[src/rtl/ps2_kb_rx.sv]
// PS/2 keyboard receiver: conditions the raw pins, frames 11-bit PS/2 frames and
// folds E0/F0 prefix bytes into flag bits of the following scancode word.
module ps2_kb_rx #(
  parameter int FILTER_LEN = 8,
  parameter int TIMEOUT    = 25000
) (
  input  logic        clk,
  input  logic        reset_n,
  input  logic        ps2_clk,
  input  logic        ps2_data,
  output logic [15:0] kb_data,
  output logic        kb_ready,
  output logic        kb_err,
  output logic        kb_busy
);

  localparam logic [7:0]  FLT_LAST = 8'(FILTER_LEN - 1);
  localparam logic [15:0] TO_LAST  = 16'(TIMEOUT - 1);

  typedef enum logic [1:0] {IDLE, SHIFT, CHECK} state_t;

  logic [1:0] pin_raw;
  logic [1:0] filt;
  assign pin_raw = {ps2_data, ps2_clk};

  // Per line: 2-flop synchroniser, then a run-length filter that only flips
  // after FILTER_LEN consecutive samples disagree with the current value.
  genvar gi;
  generate
    for (gi = 0; gi < 2; gi++) begin : g_line
      logic       s1_reg, s2_reg, f_reg;
      logic [7:0] cnt_reg;
      always_ff @(posedge clk or negedge reset_n) begin
        if (!reset_n) begin
          s1_reg  <= 1'b1;
          s2_reg  <= 1'b1;
          f_reg   <= 1'b1;
          cnt_reg <= 8'd0;
        end else begin
          s1_reg <= pin_raw[gi];
          s2_reg <= s1_reg;
          if (s2_reg == f_reg) begin
            cnt_reg <= 8'd0;
          end else if (cnt_reg == FLT_LAST) begin
            f_reg   <= s2_reg;
            cnt_reg <= 8'd0;
          end else begin
            cnt_reg <= cnt_reg + 8'd1;
          end
        end
      end
      assign filt[gi] = f_reg;
    end
  endgenerate

  logic clk_prev_reg;
  logic fall;
  logic data_f;
  assign data_f = filt[1];
  assign fall   = clk_prev_reg & ~filt[0];

  state_t      state_reg, state_next;
  logic [3:0]  bit_cnt_reg, bit_cnt_next;
  logic [7:0]  shift_reg, shift_next;
  logic        parity_reg, parity_next;
  logic [15:0] to_cnt_reg, to_cnt_next;
  logic        ext_reg, ext_next;
  logic        rel_reg, rel_next;
  logic [15:0] data_reg, data_next;
  logic        ready_reg, ready_next;
  logic        err_reg, err_next;
  logic        timeout;
  logic        frame_ok;

  assign timeout  = (state_reg == SHIFT) && !fall && (to_cnt_reg >= TO_LAST);
  assign frame_ok = (^shift_reg ^ parity_reg) & data_f;

  always_ff @(posedge clk or negedge reset_n) begin
    if (!reset_n) begin
      state_reg    <= IDLE;
      clk_prev_reg <= 1'b1;
    end else begin
      state_reg    <= state_next;
      clk_prev_reg <= filt[0];
    end
  end

  always_comb begin
    state_next = state_reg;
    case (state_reg)
      IDLE:    if (fall && !data_f) state_next = SHIFT;
      SHIFT: begin
        if (fall && bit_cnt_reg == 4'd9) state_next = CHECK;
        else if (timeout)                state_next = IDLE;
      end
      CHECK:   state_next = IDLE;
      default: state_next = IDLE;
    endcase
  end

  // The verdict is registered on the stop-bit edge so the strobes line up
  // with the single CHECK cycle.
  always_comb begin
    bit_cnt_next = bit_cnt_reg;
    shift_next   = shift_reg;
    parity_next  = parity_reg;
    to_cnt_next  = to_cnt_reg;
    ext_next     = ext_reg;
    rel_next     = rel_reg;
    data_next    = data_reg;
    ready_next   = 1'b0;
    err_next     = 1'b0;
    case (state_reg)
      IDLE: begin
        if (fall && !data_f) begin
          bit_cnt_next = 4'd0;
          to_cnt_next  = 16'd0;
        end
      end
      SHIFT: begin
        if (fall) begin
          to_cnt_next = 16'd0;
          if (bit_cnt_reg < 4'd8) shift_next = {data_f, shift_reg[7:1]};
          if (bit_cnt_reg == 4'd8) parity_next = data_f;
          if (bit_cnt_reg == 4'd9) begin
            bit_cnt_next = 4'd0;
            if (!frame_ok) begin
              err_next = 1'b1;
              ext_next = 1'b0;
              rel_next = 1'b0;
            end else if (shift_reg == 8'hE0) begin
              ext_next = 1'b1;
            end else if (shift_reg == 8'hF0) begin
              rel_next = 1'b1;
            end else begin
              data_next  = {6'b0, ext_reg, rel_reg, shift_reg};
              ready_next = 1'b1;
              ext_next   = 1'b0;
              rel_next   = 1'b0;
            end
          end else begin
            bit_cnt_next = bit_cnt_reg + 4'd1;
          end
        end else if (timeout) begin
          err_next     = 1'b1;
          bit_cnt_next = 4'd0;
          to_cnt_next  = 16'd0;
          ext_next     = 1'b0;
          rel_next     = 1'b0;
        end else if (to_cnt_reg != 16'hFFFF) begin
          to_cnt_next = to_cnt_reg + 16'd1;
        end
      end
      default: ;
    endcase
  end

  always_ff @(posedge clk or negedge reset_n) begin
    if (!reset_n) begin
      bit_cnt_reg <= 4'd0;
      shift_reg   <= 8'd0;
      parity_reg  <= 1'b0;
      to_cnt_reg  <= 16'd0;
      ext_reg     <= 1'b0;
      rel_reg     <= 1'b0;
      data_reg    <= 16'd0;
      ready_reg   <= 1'b0;
      err_reg     <= 1'b0;
    end else begin
      bit_cnt_reg <= bit_cnt_next;
      shift_reg   <= shift_next;
      parity_reg  <= parity_next;
      to_cnt_reg  <= to_cnt_next;
      ext_reg     <= ext_next;
      rel_reg     <= rel_next;
      data_reg    <= data_next;
      ready_reg   <= ready_next;
      err_reg     <= err_next;
    end
  end

  assign kb_data  = data_reg;
  assign kb_ready = ready_reg;
  assign kb_err   = err_reg;
  assign kb_busy  = (state_reg != IDLE);

endmodule

[config.mk]
export PLATFORM = sky130hd
export DESIGN_NAME = ps2_kb_rx
export DESIGN_NICKNAME = d
export VERILOG_FILES = /design/src/rtl/ps2_kb_rx.sv
export SDC_FILE = /design/constraint.sdc
export NUM_CORES = 1
export LEC_CHECK = 0
export ABC_CLOCK_PERIOD_IN_PS = 4800
export CORE_ASPECT_RATIO = 0.9
export CORE_MARGIN = 2
export CORE_UTILIZATION = 60
export CTS_CLUSTER_SIZE = 8
export DETAILED_ROUTE_END_ITERATION = 6
export PLACE_DENSITY = 0.81
export SLEW_MARGIN = 20
export SYNTH_ARGS = -nofsm -noshare
export SYNTH_HDL_FRONTEND = slang
export SYNTH_SLANG_ARGS = --single-unit
export TNS_END_PERCENT = 30
[constraint.sdc]
create_clock -name clk -period 4.8 [get_ports clk]
set_clock_uncertainty 0.05 [all_clocks]
set_input_delay 1.44 -clock clk [delete_from_list [all_inputs] [get_ports clk]]
set_output_delay 1.44 -clock clk [all_outputs]
set_load 0.1 [all_outputs]
Word level (Yosys, flattened, before mapping):

Index checks and enable logic that the tools add are counted.

* bits in registers: 68
* input port bits: 4
* output and inout port bits: 19
* logic and storage cells: 111

* add/sub/neg operators: 4
* $lt $le $gt $ge: 2
* equality and inequality tests: 17
* multiplexer cells: 40
* bitwise operators: 8
* reductions and logical operators: 21

Operators with widths (number)
* $mux W16: 4
* $mux W8: 4
* $pmux W16 S2: 1
* $mux W1: 22
* $add A16 B1 Y16 const B: 1
* $add A8 B1 Y8 const B: 2
* $eq A8 B3 Y1 const B: 2
* $eq A8 B8 Y1 const B: 2
* $ge A16 B15 Y1 const B: 1
* $mux W4: 4
* $ne A16 B16 Y1 const B: 1
* $reduce_and A3 Y1: 4
* $eq A4 B4 Y1 const B: 2
* $pmux W4 S2: 1
* $reduce_and A4 Y1: 2
* $reduce_xor A8 Y1: 1
* $mux W2: 3
* $ne A3 B3 Y1 const B: 2
* $reduce_and A2 Y1: 3
* $reduce_and A6 Y1: 1
* $reduce_bool A2 Y1: 3
* $not A1 Y1: 5
* $add A4 B1 Y4 const B: 1
* $logic_and A1 B1 Y1: 4
* 13 further kinds: 16

Longest topological paths before layout:

* depth after elaboration: 8
* mapped depth: 8
* gate-level depth less buffers: 7

Worst setup path after synthesis:

OpenSTA, ideal clock, no wires.

* path kind: register to output
* start: register state_reg[0]
* end: output kb_busy
* arrival time: 1.014 ns
* setup slack: 2.296 ns
* cell stages (with the launch flop): 3
* buffers on the path: 0
* cell sequence: dfrtp_1 > nor2_1 > inv_1

* longest elaborated chain between the ends: 1

RTL lines
* from (decl): line 62 `state_t state_reg, state_next;`
* from (signal assigned): line 83 `state_reg <= state_next;`
* $reduce_bool A2 Y1: line 185 `assign kb_busy = (state_reg != IDLE);`
* to (decl): line 14 `output logic kb_busy`

No other way between the ends.

Final worst setup path:

Ends and elaborated chain as after synthesis.

==> metrics.txt <==
Initial Util 0.623; 1st-pass router iterations 4; Slew HR 0.321; vias in the first global route between 2000 and 2500; final number of setup-violating endpoints 0; syn avg cell area 10.7 um2; unrepaired setup endpoints after global routing false; DR vias/cell approximately 5.7; Tightest Pin Transition between 1 and 1.5 ns; first-pass GRT wire length 9400 um; TNS Setup 0 ns; kind of critical path reg -> out; worst ir drop on vdd between 0.3 and 0.4 mV; I/O pin count 23; Vert. Die Dim approximately 74 um; Tmin final between 3 and 4 ns; crit path launch type register; clk sink count 68; fin util 0.699; final layout net count 344; leak pwr 1.72 nW; Cells after Synth ~300; WL final about 5500 um; max frequency between 200 and 300 MHz; mapped cell area 3290 um2; Ys Warns 0; initial antenna violation count 0; Cell Area, Placed approximately 3500 um2; WP data required 3.31 ns; area delta synth->final 12.2%; crit-path max FO 5; largest net degree at the start of global routing 31; sequential fraction of the synthesis area 0.519; Clk Latency, worst-skew pair between 0.3 and 0.4 ns; die area between 6000 and 7000 um2; root buf cell clkbuf_8; Placeable Area between 5000 and 6000 um2; status completed; # rows 25; Port Buffers 16; asr flop ratio synth 1.00; Synth cell types 54; crit path capture type output pin; routed length per instance between 10 and 15 um; dominant cell type by area after synthesis dfrtp_1; GPL Wtd Cong 0.815; CTS H-tree depth 3; final period utilization 0.725; post-cts resize count 0; DR WL met2 approximately 2500 um; clk buf depth 2; placed cells between 300 and 400; post-route ant nets 0; Max Transition Viols Final 0; crit path DAT between 1.5 and 2 ns; Non-Filler Instances approximately 400; Clock Pin Slew Worst Setup and Hold Paths around 0.070 ns; Die X slightly above 80 um; max layer used met4; CTS tree yes; most common flop cell mapped by yosys dfrtp_1; DP HPWL between 3000 and 4000 um; total CTS buffers 9; Yosys reg bits between 60 and 70; worst min-delay path class reg -> reg; Layout fillers 388; CTS Hold Bufs 0; Hold Fails Final Rpt 0; total gr overflow 0; power per cell area 443 nW/um2; Post-Layout Inst Area 3690 um2; EDFF count, synth 0; Synth area leaders dfrtp_1 46%, dfstp_2 5.6%, ha_1 4.2%; DR iter-0 viols 61; Vias ~2300; Post-CTS Setup Inserts 0; max cap viols 0; total track usage 0.206; met3 routed WL between 200 and 250 um; Post-Route M1 WL 2660 um; # diodes 0; DRC 0; share of the synthesized area in the top cell type 0.464; share of cells above drive strength 1 0.123
==> placed cells by master (no fill, tap or decap), types with 7 or more instances in the layout <==
cell type / instances
mux2_1: 10
nand3_1: 26
o21ai_0: 12
xnor2_1: 7
inv_1: 12
nor2_1: 29
dfrtp_1: 61
dfstp_2: 7
ha_1: 11
clkdlybuf4s50_1: 15
nand2_1: 25
xor2_1: 9
clkbuf_8: 9
==> cells in the mapped netlist (2+ instances only) <==
cell,count
a31oi_1,2
xor2_1,9
dfstp_2,7
a21oi_1,5
and2_1,4
or4_1,4
buf_6,2
nand3_1,26
nor2b_1,2
a22o_1,4
nor4_1,2
mux2_2,6
clkbuf_1,3
a21o_1,5
dfrtp_1,61
nand2_2,2
nand2b_1,4
nor2_1,29
xnor2_1,7
o311ai_1,3
mux2_1,10
nor3_1,4
buf_4,7
nand4_1,3
and3_1,5
nor3b_1,3
or3_1,3
o21ai_1,3
nand2_1,25
ha_1,11
o21ai_0,12
inv_1,12
==> layout make-up <==
cell class	count	area (um2)	area share
multi-input cells	220	1470	0.398
well taps	67	83.8	0.0227
clock inverters	7	91.3	0.0247
flip-flops and latches	68	1710	0.463
clock buffers	9	124	0.0335
repair buffers	18	170	0.0461
inverters	12	45.0	0.0122
==> power by group <==
group	internal [mW]	leakage [nW]	switching (mW)
sequential	0.646	0.912	0.0672
clock	0.290	0.109	0.211
combinational	0.137	0.700	0.287
total	1.07	1.72	0.565
==> worst paths after layout <==
path / start / end / slack (ns) / cells past startpoint
max: state_reg[0]$_DFFE_PN0P_ / kb_busy / 1.32 / 3
min: g_line[0].s1_reg$_DFF_PN1_ / g_line[0].s2_reg$_DFF_PN1_ / 0.31 / 0
max reg2reg: shift_reg[4]$_DFFE_PN0P_ / kb_data[8]$_DFFE_PN0P_ / 2.42 / 7
min reg2reg: g_line[0].s1_reg$_DFF_PN1_ / g_line[0].s2_reg$_DFF_PN1_ / 0.31 / 0
max in group asynchronous: reset_n / g_line[0].s1_reg$_DFF_PN1_ / 2.85 / 2
min in group asynchronous: reset_n / g_line[1].cnt_reg[5]$_DFF_PN0_ / 1.05 / 1
==> cells by family after synthesis <==
logic type      count (synthesis)  share of synthesized area
simple gates                  122                      0.187
flops                          68                      0.519
compound gates                 47                      0.104
buf+inv                        24                     0.0399
xor+xnor                       17                     0.0494
mux                            17                     0.0578
fa+ha+maj                      11                     0.0418
other cells                     1                    0.00114
==> worst max-delay path, cell delays in order, from the launching register on <==
cell	delay, ns
dfrtp_1	0.40
nor2_1	0.07
inv_1	0.05
clkdlybuf4s50_1	1.12
==> metrics by stage <==
step	hold WS (ns)	power (mW)	setup WS [ns]
CTS	0.308	1.65	1.30
global route	0.310	1.74	1.24
floorplan	0.295	1.07	2.30
global placement	0.295	1.13	1.71
finish	0.307	1.64	1.32
detailed placement	0.298	1.14	1.69
==> per-layer routing <==
metal / vias up / track usage
li1: 1116 / -
met1: 1110 / 0.280
met2: 45 / 0.312
met3: 7 / 0.0619
met4: 0 / 0.0870
met5: - / 0
Note: power is estimated with default switching activity, not from simulation.
